$ cat src/rtl/alu_divider_if.sv
// Start/done handshake and operand/result bus for the sequential divider.
interface alu_divider_if #(
    parameter int WIDTH_A = 8,
    parameter int WIDTH_B = 4
);
    logic               start;
    logic [WIDTH_A-1:0] A;
    logic [WIDTH_B-1:0] B;
    logic [WIDTH_A-1:0] Q;
    logic [WIDTH_B-1:0] R;
    logic               ready;
    logic               done;
    logic               dbz;

    modport master (
        output start, A, B,
        input  Q, R, ready, done, dbz
    );

    modport slave (
        input  start, A, B,
        output Q, R, ready, done, dbz
    );
endinterface

$ cat src/rtl/alu_divider.sv
// Unsigned restoring divider: WIDTH_A-bit dividend / WIDTH_B-bit divisor,
// one quotient bit per clock, start/done handshake, divide-by-zero flag.
module alu_divider #(
    parameter int WIDTH_A = 8,
    parameter int WIDTH_B = 4
) (
    input  logic          clk,
    input  logic          rst,
    alu_divider_if.slave  bus
);
    localparam int CW = (WIDTH_A > 1) ? $clog2(WIDTH_A) : 1;

    typedef enum logic [1:0] {IDLE, BUSY, ZERO, DONE} state_t;

    state_t             state;
    logic [CW-1:0]      cnt;
    logic [WIDTH_A-1:0] dvd;     // working dividend, quotient bits shift in at the LSB
    logic [WIDTH_B-1:0] rem;     // partial remainder, always < divisor after restore
    logic [WIDTH_B-1:0] div;

    logic [WIDTH_A-1:0] q_r;
    logic [WIDTH_B-1:0] r_r;
    logic               ready_r;
    logic               done_r;
    logic               dbz_r;

    // The shifted remainder needs one extra bit before the compare; after the
    // conditional subtract it fits back in WIDTH_B bits, so only that is stored.
    logic [WIDTH_B:0]   shifted;
    logic [WIDTH_B-1:0] diff;
    logic               take;

    // One restoring step: shift in the next dividend bit, compare, subtract.
    always_comb begin
        shifted = {rem, dvd[WIDTH_A-1]};
        take    = (shifted >= {1'b0, div});
        diff    = take ? WIDTH_B'(shifted - {1'b0, div}) : shifted[WIDTH_B-1:0];
    end

    // Control FSM and datapath registers with registered handshake outputs.
    always_ff @(posedge clk) begin
        if (rst) begin
            state   <= IDLE;
            q_r     <= '0;
            r_r     <= '0;
            done_r  <= 1'b0;
            dbz_r   <= 1'b0;
            ready_r <= 1'b1;
        end else begin
            done_r <= 1'b0;
            case (state)
                IDLE, DONE: begin
                    if (bus.start) begin
                        div     <= bus.B;
                        dvd     <= bus.A;
                        rem     <= '0;
                        cnt     <= CW'(WIDTH_A - 1);
                        dbz_r   <= 1'b0;
                        ready_r <= 1'b0;
                        state   <= (bus.B == '0) ? ZERO : BUSY;
                    end else begin
                        state <= IDLE;
                    end
                end
                BUSY: begin
                    rem <= diff;
                    dvd <= {dvd[WIDTH_A-2:0], take};
                    cnt <= cnt - 1'b1;
                    if (cnt == '0) begin
                        q_r     <= {dvd[WIDTH_A-2:0], take};
                        r_r     <= diff;
                        done_r  <= 1'b1;
                        ready_r <= 1'b1;
                        state   <= DONE;
                    end
                end
                ZERO: begin
                    q_r     <= '1;
                    r_r     <= '0;
                    dbz_r   <= 1'b1;
                    done_r  <= 1'b1;
                    ready_r <= 1'b1;
                    state   <= DONE;
                end
                default: state <= IDLE;
            endcase
        end
    end

    assign bus.Q     = q_r;
    assign bus.R     = r_r;
    assign bus.ready = ready_r;
    assign bus.done  = done_r;
    assign bus.dbz   = dbz_r;
endmodule
$ cat src/flat_wrapper.sv
// flat-port wrapper written by rule: the top's interface ports become plain ports
module alu_divider_flat 
#(
    parameter int WIDTH_A = 8,
    parameter int WIDTH_B = 4
)
  (clk, rst, bus_start, bus_A, bus_B, bus_Q, bus_R, bus_ready, bus_done, bus_dbz);
  alu_divider_if #(.WIDTH_A(WIDTH_A), .WIDTH_B(WIDTH_B)) bus_i ();
  input  logic clk;
  input  logic rst;
  input wire logic [$bits(bus_i.start)-1:0] bus_start;
  input wire logic [$bits(bus_i.A)-1:0] bus_A;
  input wire logic [$bits(bus_i.B)-1:0] bus_B;
  output wire logic [$bits(bus_i.Q)-1:0] bus_Q;
  output wire logic [$bits(bus_i.R)-1:0] bus_R;
  output wire logic [$bits(bus_i.ready)-1:0] bus_ready;
  output wire logic [$bits(bus_i.done)-1:0] bus_done;
  output wire logic [$bits(bus_i.dbz)-1:0] bus_dbz;
  assign bus_i.start = bus_start;
  assign bus_i.A = bus_A;
  assign bus_i.B = bus_B;
  assign bus_Q = bus_i.Q;
  assign bus_R = bus_i.R;
  assign bus_ready = bus_i.ready;
  assign bus_done = bus_i.done;
  assign bus_dbz = bus_i.dbz;
  alu_divider #(.WIDTH_A(WIDTH_A), .WIDTH_B(WIDTH_B)) u_core (.clk(clk), .rst(rst), .bus(bus_i));
endmodule
$ cat config.mk
export PLATFORM = sky130hd
export DESIGN_NAME = alu_divider_flat
export DESIGN_NICKNAME = d
export VERILOG_FILES = /design/src/rtl/alu_divider_if.sv /design/src/rtl/alu_divider.sv /design/src/flat_wrapper.sv
export SDC_FILE = /design/constraint.sdc
export NUM_CORES = 1
export LEC_CHECK = 0
export CAP_MARGIN = 20
export CORE_UTILIZATION = 35
export DETAILED_ROUTE_END_ITERATION = 8
export PLACE_DENSITY = 0.68
export SYNTH_ARGS = -nofsm -noshare
export SYNTH_HDL_FRONTEND = slang
export SYNTH_SLANG_ARGS = --single-unit
$ cat constraint.sdc
create_clock -name clk -period 6.3 [get_ports clk]
set_input_delay 1.26 -clock clk [delete_from_list [all_inputs] [get_ports clk]]
set_output_delay 1.26 -clock clk [all_outputs]
set_load 0.005 [all_outputs]
==> qor.csv <==
metric,value,unit
cts-htree-levels,2,
grt_pass1_wl,5670,µm
internal_power,0.681,mW
synth_cells,155,
cp.buffers_inverters,2,
min_to,u_core.bus.R[0],
post_cts_resized,0,
ys_types,41,
grt_pass1_vias,1255,
crit_required,6.50,ns
cts_tree,done,
critPathTopFamily,buffers and inverters,
period_share,0.445,
crit_fanout,19,
die_area,0.00524,mm²
hold_viol,0,
ctsHoldBuffers,0,
crit_path_end_kind,register,
p_leak,0.833,nW
synth.avg_cell_area,11.2,µm²
grt_overflow,0,
reg2reg_depth,5,
drt_iter0_drc,65,
finalMaxSlewViolations,0,
period_needed,2.80,ns
clockBufferDepth,2,
max_stage_delay,0.81,ns
die_w,72.4,µm
final_cells,254,
comb_power_share,0.440,
tns,0,ns
max-cap-violations,0,
fin_skew,0.0100,ns
antenna_found_initial,0,
num-fill-cells,456,
fmax,357,MHz
path_cells,clkdlybuf4s50_1 -> a2111oi_4 -> inv_1 -> o31ai_1,
antenna_cells,0,
hp-start,u_core.bus.R[0],
multi_input_area,756,µm²
synth_edf_count,19,
pwr-share-seq,0.370,
die_h,72.4,µm
drc,0,
hpwl,2460,µm
cts_made_buffers,5,
p_sw,0.355,mW
postCtsSetupRepairBufs,0,
min_path_type,register to register,
yosysSeqAreaShare,0.525,
dp_slack,2.76,ns
ctsRootBufferMaster,clkbuf_8,
worstPathArrival,3.00,ns
core,0.00475,mm²
regToRegStartpoint,u_core.rem[0],
syn-cell-area,0.00174,mm²
grt_max_degree,21,
async_flop_share,0,
setup_violations,0,
io_pins,30,
drive_gt1_frac,0.128,
finalWorstSetupSlack,3.50,ns
power,1.04,mW
clock_latency,0.29,ns
area.growth.synth_to_final,27.3,%
placed_cell_area,0.00209,mm²
ys_dominant_reg_cell,edfxtp_1,
drt_pass1_iterations,4,
synth.net_count,180,
worst_pin_slew,0.796,ns
criticalPathCategory,input port to register,
rsz0062_at_grt,false,
drt-vias-per-instance,4.88,
numPortBuffers,29,
hold_depth,1,
cpMaxStageDelayCell,clkdlybuf4s50_1,
power.density,469,mW/mm²
clkSlewWorstSetupHoldPaths,0.07,ns
ys.warnings.count,0,
gp_congestion,0.789,
initial_core_util,0.365,
pwr-share-clk,0.190,
r2r_end,u_core.rem[3],
finalWirelength,3330,µm
seq_area,911,µm²
grt_use_total,0.145,
r2r_setup_slack,4.25,ns
num_vias,1239,
wire_per_inst,13.1,µm
finalNetCount,211,
peakVddDrop,0.143,mV
rows,25,
design_area,0.00221,mm²
status,completed,
relSlewSlack,0.468,
cts_sinks,36,
post-place-cells,245,
startpoint_type,input port,
postRouteAntennaNets,0,
synth-seq-cells,36,
sw_frac_of_total,0.343,
per-stage QoR:
stage / hold WS (ns) / utilization
2_1_floorplan: 0.461 / -
3_3_place_gp: 0.461 / 0.439
3_5_place_dp: 0.467 / 0.439
4_1_cts: 0.484 / 0.462
5_1_grt: 0.512 / 0.464
6_report: 0.478 / 0.464
cells in the mapped netlist, types with 3 or more instances:
| cell | number | area [µm²] |
|---|---|---|
| a211oi_1 | 8 | 60.1 |
| dfxtp_1 | 17 | 340 |
| ha_1 | 9 | 113 |
| nand2_1 | 8 | 30.0 |
| o21ai_0 | 3 | 15.0 |
| mux2_2 | 7 | 78.8 |
| clkbuf_1 | 4 | 15.0 |
| nor2_1 | 24 | 90.1 |
| nor3_1 | 6 | 30.0 |
| a21oi_1 | 4 | 20.0 |
| edfxtp_1 | 19 | 571 |
| inv_1 | 11 | 41.3 |
worst max-delay path by stage:
stage,from,endpoint,slack [ns],depth (start not counted)
after floorplan,rst,u_core.cnt[0],3.09,3
after global placement,rst,u_core.dvd[3],2.79,2
after detailed placement,rst,u_core.dvd[4],2.76,2
after CTS,rst,u_core.rem[3],3.08,2
after global routing,rst,u_core.bus.R[2],3.32,4
final,rst,u_core.bus.R[2],3.50,4
sequential cells by signal, summed over array words and instances, names as in the netlist:
signal and cells:
u_core.dvd 8, u_core.bus.ready 1, u_core.bus.done 1, u_core.rem 4, u_core.state 2, u_core.div 4, u_core.cnt 3, u_core.bus.Q 8
u_core.bus.R 4, u_core.bus.dbz 1
metal layers:
| metal | GRT usage | up-vias | part of all wire |
|---|---|---|---|
| li1 | - | 620 | - |
| met1 | 0.171 | 581 | 0.45 |
| met2 | 0.242 | 31 | 0.49 |
| met3 | 0.0403 | 7 | 0.043 |
| met4 | 0.0719 | 0 | 0.017 |
| met5 | 0 | - | 0 |
power groups by stage:
stage | combinational [mW] | clock (mW) | sequential [mW]
2_1_floorplan | 0.295 | 0 | 0.385
3_3_place_gp | 0.447 | 0 | 0.390
3_5_place_dp | 0.454 | 0 | 0.391
4_1_cts | 0.455 | 0.201 | 0.386
5_1_grt | 0.509 | 0.210 | 0.396
6_report | 0.456 | 0.197 | 0.384
final cells by class:
class                           instances  area share
Sequential cell                        36       0.412
Multi-Input combinational cell        101       0.342
Timing Repair Buffer                   31       0.140
Tap cell                               67      0.0380
Clock buffer                            6      0.0329
Inverter                               11      0.0187
Clock inverter                          2      0.0159
logic make-up (layout without fill, tap and decap cells):
kind of cell             Yosys count  in the layout  synth area share
buffers and inverters             18             50            0.0425
AND/OR/NAND/NOR                   54             54             0.156
flip-flops                        36             36             0.525
multiplexers                       7              7            0.0454
XOR/XNOR                           2              2            0.0101
adder cells (fa/ha/maj)           10             10            0.0764
AO/OA/AOI/OAI                     28             28             0.145
cell usage in the layout (no fill, tap or decap), types with 3 or more instances in the layout:
cell and instances:
nor3_1 5, a211oi_1 8, a21oi_1 4, mux2_2 7, nand2_1 8, dfxtp_1 17
ha_1 9, o21ai_0 3, nor2_1 24, clkbuf_8 5, clkdlybuf4s50_1 29, inv_1 11
edfxtp_1 19
Note: power is estimated with default switching activity, not from simulation.
